[config.mk]
export PLATFORM = sky130hd
export DESIGN_NAME = cpu_lv1_protocol_monitor_flat
export DESIGN_NICKNAME = d
export VERILOG_FILES = /design/src/rtl/cpu_lv1_mon_pkg.sv /design/src/rtl/cpu_lv1_protocol_monitor_if.sv /design/src/rtl/cpu_lv1_core_tracker.sv /design/src/rtl/cpu_lv1_protocol_monitor.sv /design/src/flat_wrapper.sv
export SDC_FILE = /design/constraint.sdc
export NUM_CORES = 1
export LEC_CHECK = 0
export CAP_MARGIN = 20
export CORE_MARGIN = 1.5
export CORE_UTILIZATION = 30
export DETAILED_ROUTE_END_ITERATION = 16
export PLACE_DENSITY = 0.52
export SYNTH_ARGS = -nofsm -noshare
export SYNTH_HDL_FRONTEND = slang
export SYNTH_HIERARCHICAL = 1
export SYNTH_SLANG_ARGS = --single-unit
[constraint.sdc]
create_clock -name clk -period 2.8 [get_ports clk]
set_input_delay 0.42 -clock clk [delete_from_list [all_inputs] [get_ports clk]]
set_output_delay 0.42 -clock clk [all_outputs]
set_load 0.01 [all_outputs]
[src/rtl/cpu_lv1_mon_pkg.sv]
// Shared types and constants for the CPU-to-L1 protocol monitor.
// Also provides the helper that sizes the per-core wait counter.
package cpu_lv1_mon_pkg;

   typedef enum logic [2:0] {
      IDLE,
      RD_WAIT,
      WR_WAIT,
      DONE_WAIT,
      TO_HOLD
   } mon_state_t;

   localparam int unsigned DEF_READ_TIMEOUT  = 80;
   localparam int unsigned DEF_WRITE_TIMEOUT = 90;

   // Wide enough to hold the larger of the two timeouts.
   function automatic int unsigned wait_cnt_width(input int unsigned rd_to,
                                                  input int unsigned wr_to);
      int unsigned max_to;
      max_to = (rd_to > wr_to) ? rd_to : wr_to;
      return $clog2(max_to + 1);
   endfunction

endpackage

[src/rtl/cpu_lv1_protocol_monitor_if.sv]
// CPU/L1 request bundle and proc req/gnt vectors observed by the monitor.
// The master side drives every signal; the slave side only observes.
interface cpu_lv1_protocol_monitor_if #(
   parameter int unsigned NUM_CORES = 4,
   parameter int unsigned ADDR_WID  = 32
) ();

   logic [NUM_CORES-1:0]          cpu_rd;
   logic [NUM_CORES-1:0]          cpu_wr;
   logic [NUM_CORES-1:0]          cpu_wr_done;
   logic [NUM_CORES-1:0]          data_in_bus_cpu_lv1;
   logic [NUM_CORES*ADDR_WID-1:0] addr_bus_cpu_lv1;
   logic [NUM_CORES-1:0]          bus_lv1_lv2_req_proc;
   logic [NUM_CORES-1:0]          bus_lv1_lv2_gnt_proc;

   modport master (
      output cpu_rd,
      output cpu_wr,
      output cpu_wr_done,
      output data_in_bus_cpu_lv1,
      output addr_bus_cpu_lv1,
      output bus_lv1_lv2_req_proc,
      output bus_lv1_lv2_gnt_proc
   );

   modport slave (
      input cpu_rd,
      input cpu_wr,
      input cpu_wr_done,
      input data_in_bus_cpu_lv1,
      input addr_bus_cpu_lv1,
      input bus_lv1_lv2_req_proc,
      input bus_lv1_lv2_gnt_proc
   );

endinterface

[src/rtl/cpu_lv1_core_tracker.sv]
// Per-core transaction tracker: FSM, wait counter, address latch,
// completion counter and sticky per-core error flags.
module cpu_lv1_core_tracker
   import cpu_lv1_mon_pkg::*;
#(
   parameter int unsigned ADDR_WID      = 32,
   parameter int unsigned READ_TIMEOUT  = DEF_READ_TIMEOUT,
   parameter int unsigned WRITE_TIMEOUT = DEF_WRITE_TIMEOUT,
   parameter int unsigned CNT_WID       = 16
) (
   input  logic                clk,
   input  logic                rst_n,
   input  logic                cpu_rd,
   input  logic                cpu_wr,
   input  logic                cpu_wr_done,
   input  logic                data_in_bus_cpu_lv1,
   input  logic [ADDR_WID-1:0] addr,
   input  logic                clr_err,
   output logic                busy,
   output logic                err_timeout,
   output logic                err_rdwr,
   output logic                err_proto,
   output logic                err_any_next,
   output logic [CNT_WID-1:0]  txn_done_cnt
);

   localparam int unsigned WAIT_WID = wait_cnt_width(READ_TIMEOUT, WRITE_TIMEOUT);
   localparam logic [WAIT_WID-1:0] RD_LAST  = WAIT_WID'(READ_TIMEOUT - 1);
   localparam logic [WAIT_WID-1:0] WR_LAST  = WAIT_WID'(WRITE_TIMEOUT - 1);
   localparam logic [WAIT_WID-1:0] WAIT_MAX = '1;

   mon_state_t          state_q, state_d;
   logic [WAIT_WID-1:0] wait_q, wait_d;
   logic [ADDR_WID-1:0] addr_q, addr_d;
   logic [CNT_WID-1:0]  cnt_q, cnt_d;
   logic                to_q, to_d;
   logic                rdwr_q, rdwr_d;
   logic                proto_q, proto_d;
   logic                set_to, set_proto;

   logic                is_rd, done, req_ok;
   logic [WAIT_WID-1:0] last;

   assign is_rd  = (state_q == RD_WAIT);
   assign done   = is_rd ? data_in_bus_cpu_lv1 : cpu_wr_done;
   assign req_ok = is_rd ? (cpu_rd && !cpu_wr) : (cpu_wr && !cpu_rd);
   assign last   = is_rd ? RD_LAST : WR_LAST;

   always_comb begin
      state_d   = state_q;
      wait_d    = wait_q;
      addr_d    = addr_q;
      cnt_d     = cnt_q;
      set_to    = 1'b0;
      set_proto = 1'b0;
      unique case (state_q)
         IDLE: begin
            if (cpu_rd && !cpu_wr) begin
               state_d = RD_WAIT;
               wait_d  = '0;
               addr_d  = addr;
            end else if (cpu_wr && !cpu_rd) begin
               state_d = WR_WAIT;
               wait_d  = '0;
               addr_d  = addr;
            end
         end
         RD_WAIT, WR_WAIT: begin
            if (wait_q != WAIT_MAX) begin
               wait_d = wait_q + 1'b1;
            end
            // Completion wins over both protocol and timeout checks.
            if (done) begin
               state_d = DONE_WAIT;
               cnt_d   = cnt_q + 1'b1;
            end else if (!req_ok || (addr != addr_q)) begin
               state_d   = IDLE;
               set_proto = 1'b1;
            end else if (wait_q == last) begin
               state_d = TO_HOLD;
               set_to  = 1'b1;
            end
         end
         DONE_WAIT, TO_HOLD: begin
            if (!cpu_rd && !cpu_wr) begin
               state_d = IDLE;
            end
         end
         default: state_d = IDLE;
      endcase
   end

   // A fresh violation in the clearing cycle keeps its flag set.
   assign to_d    = (to_q & ~clr_err) | set_to;
   assign rdwr_d  = (rdwr_q & ~clr_err) | (cpu_rd & cpu_wr);
   assign proto_d = (proto_q & ~clr_err) | set_proto;

   always_ff @(posedge clk or negedge rst_n) begin
      if (!rst_n) begin
         state_q <= IDLE;
         wait_q  <= '0;
         addr_q  <= '0;
         cnt_q   <= '0;
         to_q    <= 1'b0;
         rdwr_q  <= 1'b0;
         proto_q <= 1'b0;
      end else begin
         state_q <= state_d;
         wait_q  <= wait_d;
         addr_q  <= addr_d;
         cnt_q   <= cnt_d;
         to_q    <= to_d;
         rdwr_q  <= rdwr_d;
         proto_q <= proto_d;
      end
   end

   assign busy         = (state_q == RD_WAIT) || (state_q == WR_WAIT);
   assign err_timeout  = to_q;
   assign err_rdwr     = rdwr_q;
   assign err_proto    = proto_q;
   assign err_any_next = to_d | rdwr_d | proto_d;
   assign txn_done_cnt = cnt_q;

endmodule

[src/rtl/cpu_lv1_protocol_monitor.sv]
// Passive CPU-to-L1 protocol monitor: one tracker per core plus global
// proc-grant sanity checks and a registered any-error summary.
module cpu_lv1_protocol_monitor
   import cpu_lv1_mon_pkg::*;
#(
   parameter int unsigned NUM_CORES     = 4,
   parameter int unsigned ADDR_WID      = 32,
   parameter int unsigned READ_TIMEOUT  = DEF_READ_TIMEOUT,
   parameter int unsigned WRITE_TIMEOUT = DEF_WRITE_TIMEOUT,
   parameter int unsigned CNT_WID       = 16
) (
   input  logic                         clk,
   input  logic                         rst_n,
   cpu_lv1_protocol_monitor_if.slave    mon,
   input  logic                         clr_err,
   output logic [NUM_CORES-1:0]         busy,
   output logic [NUM_CORES-1:0]         err_timeout,
   output logic [NUM_CORES-1:0]         err_rdwr,
   output logic [NUM_CORES-1:0]         err_proto,
   output logic                         err_multi_gnt,
   output logic                         err_gnt_no_req,
   output logic                         any_err,
   output logic [NUM_CORES*CNT_WID-1:0] txn_done_cnt
);

   logic [NUM_CORES-1:0] core_any_next;

   for (genvar i = 0; i < NUM_CORES; i++) begin : g_core
      cpu_lv1_core_tracker #(
         .ADDR_WID      (ADDR_WID),
         .READ_TIMEOUT  (READ_TIMEOUT),
         .WRITE_TIMEOUT (WRITE_TIMEOUT),
         .CNT_WID       (CNT_WID)
      ) u_tracker (
         .clk                 (clk),
         .rst_n               (rst_n),
         .cpu_rd              (mon.cpu_rd[i]),
         .cpu_wr              (mon.cpu_wr[i]),
         .cpu_wr_done         (mon.cpu_wr_done[i]),
         .data_in_bus_cpu_lv1 (mon.data_in_bus_cpu_lv1[i]),
         .addr                (mon.addr_bus_cpu_lv1[i*ADDR_WID +: ADDR_WID]),
         .clr_err             (clr_err),
         .busy                (busy[i]),
         .err_timeout         (err_timeout[i]),
         .err_rdwr            (err_rdwr[i]),
         .err_proto           (err_proto[i]),
         .err_any_next        (core_any_next[i]),
         .txn_done_cnt        (txn_done_cnt[i*CNT_WID +: CNT_WID])
      );
   end

   logic multi_q, multi_d;
   logic gnr_q, gnr_d;
   logic any_q, any_d;

   always_comb begin
      multi_d = (multi_q & ~clr_err) | !$onehot0(mon.bus_lv1_lv2_gnt_proc);
      gnr_d   = (gnr_q & ~clr_err)
              | (|(mon.bus_lv1_lv2_gnt_proc & ~mon.bus_lv1_lv2_req_proc));
      // Built from next-state flags so any_err lines up with the flags.
      any_d   = (|core_any_next) | multi_d | gnr_d;
   end

   always_ff @(posedge clk or negedge rst_n) begin
      if (!rst_n) begin
         multi_q <= 1'b0;
         gnr_q   <= 1'b0;
         any_q   <= 1'b0;
      end else begin
         multi_q <= multi_d;
         gnr_q   <= gnr_d;
         any_q   <= any_d;
      end
   end

   assign err_multi_gnt  = multi_q;
   assign err_gnt_no_req = gnr_q;
   assign any_err        = any_q;

endmodule

[src/flat_wrapper.sv]
// flat-port wrapper written by rule: the top's interface ports become plain ports
module cpu_lv1_protocol_monitor_flat import cpu_lv1_mon_pkg::*;
#(
   parameter int unsigned NUM_CORES     = 4,
   parameter int unsigned ADDR_WID      = 32,
   parameter int unsigned READ_TIMEOUT  = DEF_READ_TIMEOUT,
   parameter int unsigned WRITE_TIMEOUT = DEF_WRITE_TIMEOUT,
   parameter int unsigned CNT_WID       = 16
)
  (clk, rst_n, clr_err, busy, err_timeout, err_rdwr, err_proto, err_multi_gnt, err_gnt_no_req, any_err, txn_done_cnt, mon_cpu_rd, mon_cpu_wr, mon_cpu_wr_done, mon_data_in_bus_cpu_lv1, mon_addr_bus_cpu_lv1, mon_bus_lv1_lv2_req_proc, mon_bus_lv1_lv2_gnt_proc);
  cpu_lv1_protocol_monitor_if #(.NUM_CORES(NUM_CORES), .ADDR_WID(ADDR_WID)) mon_i ();
  input  logic clk;
  input  logic rst_n;
  input  logic clr_err;
  output logic [NUM_CORES-1:0] busy;
  output logic [NUM_CORES-1:0] err_timeout;
  output logic [NUM_CORES-1:0] err_rdwr;
  output logic [NUM_CORES-1:0] err_proto;
  output logic err_multi_gnt;
  output logic err_gnt_no_req;
  output logic any_err;
  output logic [NUM_CORES*CNT_WID-1:0] txn_done_cnt;
  input wire logic [$bits(mon_i.cpu_rd)-1:0] mon_cpu_rd;
  input wire logic [$bits(mon_i.cpu_wr)-1:0] mon_cpu_wr;
  input wire logic [$bits(mon_i.cpu_wr_done)-1:0] mon_cpu_wr_done;
  input wire logic [$bits(mon_i.data_in_bus_cpu_lv1)-1:0] mon_data_in_bus_cpu_lv1;
  input wire logic [$bits(mon_i.addr_bus_cpu_lv1)-1:0] mon_addr_bus_cpu_lv1;
  input wire logic [$bits(mon_i.bus_lv1_lv2_req_proc)-1:0] mon_bus_lv1_lv2_req_proc;
  input wire logic [$bits(mon_i.bus_lv1_lv2_gnt_proc)-1:0] mon_bus_lv1_lv2_gnt_proc;
  assign mon_i.cpu_rd = mon_cpu_rd;
  assign mon_i.cpu_wr = mon_cpu_wr;
  assign mon_i.cpu_wr_done = mon_cpu_wr_done;
  assign mon_i.data_in_bus_cpu_lv1 = mon_data_in_bus_cpu_lv1;
  assign mon_i.addr_bus_cpu_lv1 = mon_addr_bus_cpu_lv1;
  assign mon_i.bus_lv1_lv2_req_proc = mon_bus_lv1_lv2_req_proc;
  assign mon_i.bus_lv1_lv2_gnt_proc = mon_bus_lv1_lv2_gnt_proc;
  cpu_lv1_protocol_monitor #(.NUM_CORES(NUM_CORES), .ADDR_WID(ADDR_WID), .READ_TIMEOUT(READ_TIMEOUT), .WRITE_TIMEOUT(WRITE_TIMEOUT), .CNT_WID(CNT_WID)) u_core (.clk(clk), .rst_n(rst_n), .mon(mon_i), .clr_err(clr_err), .busy(busy), .err_timeout(err_timeout), .err_rdwr(err_rdwr), .err_proto(err_proto), .err_multi_gnt(err_multi_gnt), .err_gnt_no_req(err_gnt_no_req), .any_err(any_err), .txn_done_cnt(txn_done_cnt));
endmodule
# Yosys cells after proc, flatten, opt, wreduce, memory -nomap -nowiden
# Index checks and enable logic that the tools add are counted.
# word_totals
regBits	247
elab_cells	295
# classes
mux	92
order_cmp	1
bitwise	45
reduce_logical	71
add_sub_neg	11
n_eq_ne	44
# op_table
operator	count
32-bit 2-to-1 mux	8
32-bit != test	4
7-bit 2-to-1 mux	12
3-bit 2-to-1 mux	24
16-bit by 1-bit adder with 16-bit output (second input constant)	4
7-bit case mux with 2 select lines	4
1-bit 2-to-1 mux	36
3-bit case mux with 3 select lines	4
7-bit by 1-bit adder with 7-bit output (second input constant)	4
7-bit == test	4
7-bit != test (second input constant)	4
3-bit by 2-bit == test with 1-bit output (second input constant)	8
1-bit OR	24
3-bit AND reduction	8
5-bit 2-to-1 mux	4
1-bit AND	18
2-bit != test (second input constant)	8
4-bit != test (second input constant)	4
2-bit AND reduction	8
2-bit nonzero test	8
2-bit OR reduction	8
1-bit logical NOT	13
3-bit by 1-bit == test with 1-bit output (second input constant)	4
3-bit == test (second input constant)	4
other kinds (11)	37

# Logic depth before layout (Yosys ltp)
# Gate-level depths: netlist of run 1.
# logic_depth
ltp_word	14
mapped_depth	9
mapped_depth_nobuf	9

# Modules after synthesis
# Netlist of run 1, hierarchy kept.
# by_module_without_submodules
mod	seq_area_each_um2	cells_each	instances	area_each_um2
cpu_lv1_core_tracker at u_core.g_core[0].u_tracker ...	1526.5	254	3	3059.2
cpu_lv1_core_tracker at u_core.g_core[3].u_tracker	1526.5	262	1	3059.2
cpu_lv1_protocol_monitor	75.1	18	1	175.2

# Least setup slack after synthesis of run 1
# OpenSTA, ideal clock, no wires.
# synth_timing
path_type	register to register
from	register u_core.g_core[3].u_tracker.state_q[2]
to	register u_core.g_core[3].u_tracker.state_q[1]
path_slack_ns	0.782
arrival_ns	1.893
required_time_ns	2.675
setup_time_ns	0.125
path_buffers	1
period_less_slack_ns	2.018
stages_incl_launch_ff	8
cell_sequence	dfrtp_1 > buf_6 > or3b_4 > nor3_1 > a31oi_1 > nor4_2 > o41a_1 > mux2_4
# synth_via
elab_chain_cells	7
elab_cells_between_ends	20
cone_classes	8 x eq/ne; 6 x mux; 6 x reduce/logical
# synth_lines
element	line_no	source
from (decl)	cpu_lv1_core_tracker.sv:32	mon_state_t state_q, state_d;
from (signal assigned)	cpu_lv1_core_tracker.sv:108	state_q <= state_d;
branches (longest 7 deep; another with 7-bit == test)	--	
# Several ways; the timed one is not identified.
# A chain may end at the register's enable or synchronous reset.

# Final worst setup path of run 1
# layout_timing
from	register u_core.g_core[0].u_tracker.state_q[0]
to	output busy[0]
# layout_via
elab_chain_cells	2
elab_cells_between_ends	3
cone_classes	2 x eq/ne; 1 x reduce/logical
# layout_lines
element	line_no	source
from (decl)	cpu_lv1_core_tracker.sv:32	
from (signal assigned)	cpu_lv1_core_tracker.sv:108	
3-bit by 1-bit == test with 1-bit output or 3-bit by 2-bit == test with 1-bit output (tied branches)	cpu_lv1_core_tracker.sv:118	assign busy = (state_q == RD_WAIT) || (state_q == WR_WAIT);
1-bit logical OR *	cpu_lv1_core_tracker.sv:118	
to (decl)	flat_wrapper.sv:15	output logic [NUM_CORES-1:0] busy;
# Mark *: on every way between the ends. The rest lies on a longest branch, timed or not.

==> results_dict.tcl, run 1 <==
set metrics [dict create \
    outcome "finished clean" \
    ctsLongestPathBuffers 3 \
    p_leak_nw 6.91 \
    relSlewSlack 0.630 \
    rsz0062_at_grt "no" \
    power_frac_comb 0.339 \
    antenna_left 0 \
    fillers 3925 \
    root_buffer "clkbuf_16" \
    hpwl_um 21300 \
    power_density_mw_per_mm2 904 \
    internal_power_mw 10.3 \
    vias 8488 \
    wl_um 28900 \
    fin_hold_ws_ns 0.391 \
    crit_type "register to primary output" \
    dieArea_sq_mm 0.0426 \
    ys_seq_area_frac 0.498 \
    crit_arrival_ns 2.27 \
    finalCritPeriodShare 0.961 \
    maxCapViolCount 0 \
    swShare 0.313 \
    overflow 0 \
    ctsHoldBuffers 1 \
    crit_cells 3 \
    track_usage 0.136 \
    seq_area_sq_mm 0.00618 \
    critPathTopFamily "buffers and inverters" \
    rows 74 \
    portBuffers 237 \
    ys_warn_count 6 \
    r2r_start "u_core/g_core[2].u_tracker/addr_q[7]" \
    async_reset_ff_frac 1.00 \
    finalClockSkew_ns 0.00860 \
    p_sw_mw 4.68 \
    yosys.cell_types.count 50 \
    postCtsSetupBuffers 0 \
    path_max_fanout 9 \
    synth_area_sq_mm 0.0124 \
    synthCells 1042 \
    drive_gt1_frac 0.175 \
    slew_violations 0 \
    area_growth_pct 33.2 \
    setup_viol 0 \
    ys.flop_type "dfrtp_1" \
    synth-seq-cells 247 \
    path_clk_slew_ns 0.06 \
    htreeDepth 1 \
    finalHoldViolCount 0 \
    syn_nets 1222 \
    grt_pass1_vias 8677 \
    cts_buffers 29 \
    crit_buf_inv 1 \
    drtIter0Drc 336 \
    drc 0 \
    grt_pass1_wl_um 46400 \
    avgSynthCellArea_sq_um 11.9 \
    startpoint "u_core/g_core[0].u_tracker/state_q[0]" \
    antenna_found_initial 2 \
    clkPwrFrac 0.264 \
    nets 1485 \
    clock_latency_ns 0.55 \
    reg2regPathDepth 8 \
    wl_per_cell_um 15.6 \
    cp_cell_sequence "nand2b_1, a21oi_1, clkdlybuf4s50_1" \
    layout_min_cycle_time_ns 2.69 \
    end_kind "primary output" \
    ir_drop_mv 0.422 \
    hold_path_class "input pin to asynchronous set/reset pin" \
    synth_edf_count 0 \
    tightestPinTransition_ns 0.553 \
    crit_required_ns 2.38 \
    die_w_um 206 \
    post_cts_resized 0 \
    start_kind "register" \
    initial_utilization 0.304 \
    critPathMaxStageDelay_ns 0.64 \
    numClockSinks 247 \
    first_pass_iters 4 \
    gp_congestion 0.748 \
    core_area_sq_mm 0.0408 \
    pin_count 238 \
    diodes 0 \
    pwr-share-seq 0.397 \
    finalPower_mw 14.9 \
    cts_tree "done" \
    grt_start_max_net_pins 56 \
    vias_per_cell 4.57 \
    multi_input_area_sq_mm 0.00588 \
    max_freq_ghz 0.371 \
    die_h_um 206 \
    cpMaxStageDelayCell "clkdlybuf4s50_1" \
]
placed cells by master (no fill, tap or decap), drive strengths merged, types with 6 or more instances in the layout:
| cell type | instances |
|---|---|
| nor3 | 12 |
| nor2 | 44 |
| o21ai | 19 |
| nor4 | 22 |
| dfrtp | 247 |
| nand2 | 53 |
| nand3b | 6 |
| xor2 | 93 |
| clkbuf | 39 |
| clkdlybuf4s50 | 236 |
| xnor2 | 114 |
| buf | 24 |
| nand4b | 10 |
| inv | 41 |
| nor2b | 6 |
| nand3 | 19 |
| a21oi | 18 |
| nand2b | 15 |
| ha | 24 |
| mux2i | 8 |
| a21o | 13 |
| nand4 | 45 |
| clkinv | 7 |
| mux2 | 136 |
| and3 | 25 |
| and2 | 8 |
metal layers:
metal,part of all wire,global-route usage
met5,0.00093,0
met4,0.019,0.0375
met3,0.066,0.0367
met2,0.45,0.214
met1,0.47,0.184
Yosys cell counts (8+ instances only):
cell / n / share of area
nor3_1: 12 / 0.0048
buf_2: 14 / 0.0056
mux2_2: 135 / 0.12
nand2b_1: 12 / 0.0060
ha_1: 24 / 0.024
a21oi_1: 12 / 0.0048
dfrtp_1: 247 / 0.50
a21o_1: 13 / 0.0079
nand4b_1: 10 / 0.0071
nand3_1: 19 / 0.0077
inv_1: 40 / 0.012
and3_1: 22 / 0.011
xnor2_1: 114 / 0.080
nor2_1: 41 / 0.012
mux2i_1: 8 / 0.0065
nand2_1: 53 / 0.016
nor4_1: 21 / 0.011
xor2_1: 93 / 0.066
o21ai_0: 16 / 0.0065
nand4_1: 45 / 0.023
and2_1: 8 / 0.0040
area by class of cell:
| class | count | share of cell area |
|---|---|---|
| inverters | 40 | 0.00908 |
| multi-input cells | 726 | 0.356 |
| clock buffers | 39 | 0.0498 |
| well taps | 532 | 0.0403 |
| repair buffers | 261 | 0.161 |
| clock inverters | 13 | 0.0104 |
| flip-flops and latches | 247 | 0.374 |
worst register-to-register path, delay by kind of cell, from the launching register on:
family          cells  cell delay [ns]
xor+xnor            1             0.18
compound gates      1             0.30
flops               1             0.38
simple gates        6             1.40
power groups by stage:
stage	logic, mW	registers (mW)	clock network (mW)
after floorplan	3.66	5.78	0
after global placement	5.10	5.96	0
after detailed placement	5.16	6.00	0
after CTS	5.18	5.95	4.11
after global routing	5.62	6.15	4.24
final	5.07	5.94	3.94
sequential cells by signal, indices dropped and copies added, names as in the netlist:
signal                                count
u_core/any_err                            1
u_core/err_gnt_no_req                     1
u_core/err_multi_gnt                      1
u_core/g_core.u_tracker/addr_q          128
u_core/g_core.u_tracker/err_proto         4
u_core/g_core.u_tracker/err_rdwr          4
u_core/g_core.u_tracker/err_timeout       4
u_core/g_core.u_tracker/state_q          12
u_core/g_core.u_tracker/txn_done_cnt     64
u_core/g_core.u_tracker/wait_q           28
through the flow:
stage | instance area [sq um] | setup slack, ns | utilization | TNS, ns | std cells
6_report | 16500 | 0.108 | 0.405 | 0 | 1858
5_1_grt | 16500 | 0.00719 | 0.405 | 0 | 1858
4_1_cts | 16500 | 0.0134 | 0.405 | 0 | 1858
3_5_place_dp | 15500 | -0.249 | 0.380 | -0.318 | 1805
3_3_place_gp | 15500 | -0.241 | 0.380 | -0.241 | 1805
2_1_floorplan | 12400 | 0.782 | - | 0 | 1042
kinds of logic after synthesis:
logic type	after synthesis	synth area share
AND/OR/NAND/NOR	277	0.126
buffers and inverters	69	0.0286
AO/OA/AOI/OAI	73	0.0452
adder cells (fa/ha/maj)	25	0.0258
flip-flops	247	0.498
multiplexers	144	0.130
XOR/XNOR	207	0.146
final timing paths:
path | endpoint | slack [ns]
min in group clk | u_core/g_core[3].u_tracker/txn_done_cnt[15] | 0.47
min reg2reg | u_core/g_core[3].u_tracker/txn_done_cnt[15] | 0.47
max reg2reg | u_core/any_err | 0.41
max | busy[0] | 0.11
min | u_core/g_core[0].u_tracker/txn_done_cnt[13] | 0.39
max in group asynchronous | u_core/g_core[1].u_tracker/addr_q[12] | 1.66
No activity file was read; power rests on OpenSTA's default activity.
==> run 2: changes to the inputs <==
--- a/config.mk
+++ b/config.mk
@@ -7,9 +7,9 @@
 export LEC_CHECK = 0
 export CAP_MARGIN = 20
 export CORE_MARGIN = 1.5
-export CORE_UTILIZATION = 30
+export CORE_UTILIZATION = 40
 export DETAILED_ROUTE_END_ITERATION = 16
-export PLACE_DENSITY = 0.52
+export PLACE_DENSITY = 0.65
 export SYNTH_ARGS = -nofsm -noshare
 export SYNTH_HDL_FRONTEND = slang
 export SYNTH_HIERARCHICAL = 1
==> run 2 against run 1 <==
  * Sequential power barely moved
  * Die area down 25%
  * Sequential share of layout area grew 0.72 points
  * Register-to-register slack better by 0.03 ns
  * Worst hold slack improved by 0.0036 ns
  * Non-clock buffer count fell by 6
  * Highest routed layer is now met4
  * Via count is 0.71% higher
  * Largest cell class unchanged
  * Global-route usage up 3.0 points
  * Worst setup slack better by 0.057 ns
  * Largest power group unchanged
==> results_dict.tcl, run 2 (synthesis results as in run 1) <==
set metrics [dict create \
    internal_power_mw 10.0 \
    outcome "finished clean" \
    largest_register "u_core/g_core.u_tracker/addr_q" \
    power_density_mw_per_mm2 900 \
    hold_path_class "input pin to asynchronous set/reset pin" \
    reg2regPathDepth 8 \
    end_kind "primary output" \
    r2r-end "u_core/any_err" \
    cts_buffers 28 \
    antenna_found_initial 0 \
    nets 1478 \
    finalCritPeriodShare 0.941 \
    hpwl_um 19700 \
    wl_um 26800 \
    antenna_left 0 \
    critPathMaxStageDelay_ns 0.63 \
    gp_congestion 0.790 \
    path_clk_slew_ns 0.06 \
    drive_gt1_frac 0.167 \
    wl_per_cell_um 15.6 \
    finalPower_mw 14.6 \
    post_cts_resized 0 \
    slew_violations 0 \
    first_pass_iters 4 \
    cp_cell_sequence "nand2b_1, a21oi_1, clkdlybuf4s50_1" \
    rsz0062_at_grt "no" \
    overflow 0 \
    numClockSinks 247 \
    area_growth_pct 30.6 \
    start_kind "register" \
    finalClockSkew_ns 0.00817 \
    track_usage 0.166 \
    die_w_um 179 \
    pwr-share-seq 0.408 \
    cpMaxStageDelayCell "clkdlybuf4s50_1" \
    r2r_setup_slack_ns 0.44 \
    grt_start_max_net_pins 62 \
    clock_latency_ns 0.54 \
    crit_required_ns 2.38 \
    finalHoldViolCount 0 \
    grt_pass1_vias 8504 \
    die_h_um 179 \
    final_common_cell "dfrtp_1" \
    largest_reg_flops 128 \
    root_buffer "clkbuf_16" \
    p_leak_nw 6.83 \
    ctsLongestPathBuffers 3 \
    cts_tree "done" \
    path_max_fanout 9 \
    dieArea_sq_mm 0.0321 \
    layout_min_cycle_time_ns 2.64 \
    tightestPinTransition_ns 0.479 \
    rows 64 \
    power_frac_comb 0.342 \
    vias_per_cell 4.99 \
    setup_viol 0 \
    ir_drop_mv 0.507 \
    crit_arrival_ns 2.22 \
    maxCapViolCount 0 \
    diodes 0 \
    grt_pass1_wl_um 43100 \
    core_area_sq_mm 0.0306 \
    crit_type "register to primary output" \
    portBuffers 237 \
    pin_count 238 \
    htreeDepth 1 \
    swShare 0.313 \
    r2r_start "u_core/g_core[1].u_tracker/addr_q[11]" \
    relSlewSlack 0.678 \
    initial_utilization 0.406 \
    drc 0 \
    max_freq_ghz 0.379 \
    drtIter0Drc 367 \
    final_cell_mix "dfrtp_1 (247), clkdlybuf4s50_1 (236), mux2_2 (135), xnor2_1 (114), xor2_1 (93)" \
    p_sw_mw 4.57 \
    vias 8548 \
    clkPwrFrac 0.250 \
    fin_hold_ws_ns 0.395 \
]
-- run 2: cell count changes in the layout (fill, tap and decap cells not counted), moves of 3 or more --
cell | before | now
buf_12 | 8 | 5
buf_4 | 15 | 12
bufinv_16 | 4 | 1
clkbuf_1 | 4 | 7
clkbuf_8 | 6 | 10
clkinv_2 | 7 | 3
-- run 2: per-layer routing --
metal,wire length (um),vias to the layer above,global-route usage
met3,1790,45,0.0466
met2,12200,185,0.261
li1,-,4129,-
met5,0,-,0
met1,11900,4189,0.221
met4,866,0,0.0534
-- run 2: worst max-delay path by stage --
stage	slack, ns	cells past startpoint	startpoint	to
2_1_floorplan	0.78	7	u_core/g_core[3].u_tracker/state_q[2]	u_core/g_core[3].u_tracker/state_q[1]
3_3_place_gp	-0.03	9	mon_addr_bus_cpu_lv1[58]	u_core/any_err
3_5_place_dp	-0.13	9	mon_addr_bus_cpu_lv1[58]	u_core/any_err
4_1_cts	0.1	3	u_core/g_core[3].u_tracker/state_q[0]	busy[3]
5_1_grt	0.02	3	u_core/g_core[3].u_tracker/state_q[0]	busy[3]
6_report	0.16	3	u_core/g_core[0].u_tracker/state_q[0]	busy[0]
-- run 2: cell type report --
cell class	count	area [sq um]
repair buffers	255	2580
well taps	396	495
clock buffers	46	890
multi-input cells	726	5880
inverters	40	150
flip-flops and latches	247	6180
clock inverters	4	45.0
fillers	2671	14400
-- run 2: what timing repair did --
action	4_1_cts	5_1_grt
buffers inserted	0	0
hold buffers	1	0
endpoints found under the hold margin	40	0
-- run 2: metrics by stage --
stage / TNS, ns / cell area [sq um] / utilization / std cells / setup WS [ns]
after global placement: -0.0318 / 15300 / 0.499 / 1663 / -0.0318
after floorplan: 0 / 12400 / - / 1042 / 0.782
after detailed placement: -0.126 / 15300 / 0.499 / 1663 / -0.126
after CTS: 0 / 16200 / 0.530 / 1714 / 0.0978
after global routing: 0 / 16200 / 0.530 / 1714 / 0.0209
final: 0 / 16200 / 0.530 / 1714 / 0.165
-- run 2: power by group through the flow --
stage	registers, mW	clock network (mW)	logic [mW]
after floorplan	5.78	0	3.66
after global placement	5.95	0	4.93
after detailed placement	6.01	0	5.03
after CTS	5.96	3.76	5.06
after global routing	6.15	3.90	5.51
final	5.96	3.65	4.99
-- run 2: worst max-delay path: cells and delay by family, from the launching register on --
family	cells	cell delay (ns)
and+or+nand+nor	1	0.21
AOI/OAI and AO/OA	1	0.37
buffers and inverters	1	0.63
DFF	1	0.48
==> run 3: changes to the inputs <==
--- a/config.mk
+++ b/config.mk
@@ -9,6 +9,7 @@
 export CORE_MARGIN = 1.5
 export CORE_UTILIZATION = 40
 export DETAILED_ROUTE_END_ITERATION = 16
+export HOLD_SLACK_MARGIN = 0.08
 export PLACE_DENSITY = 0.65
 export SYNTH_ARGS = -nofsm -noshare
 export SYNTH_HDL_FRONTEND = slang
==> results of run 3 <==
Final layout, timing and power as in run 2 (identical DEF).
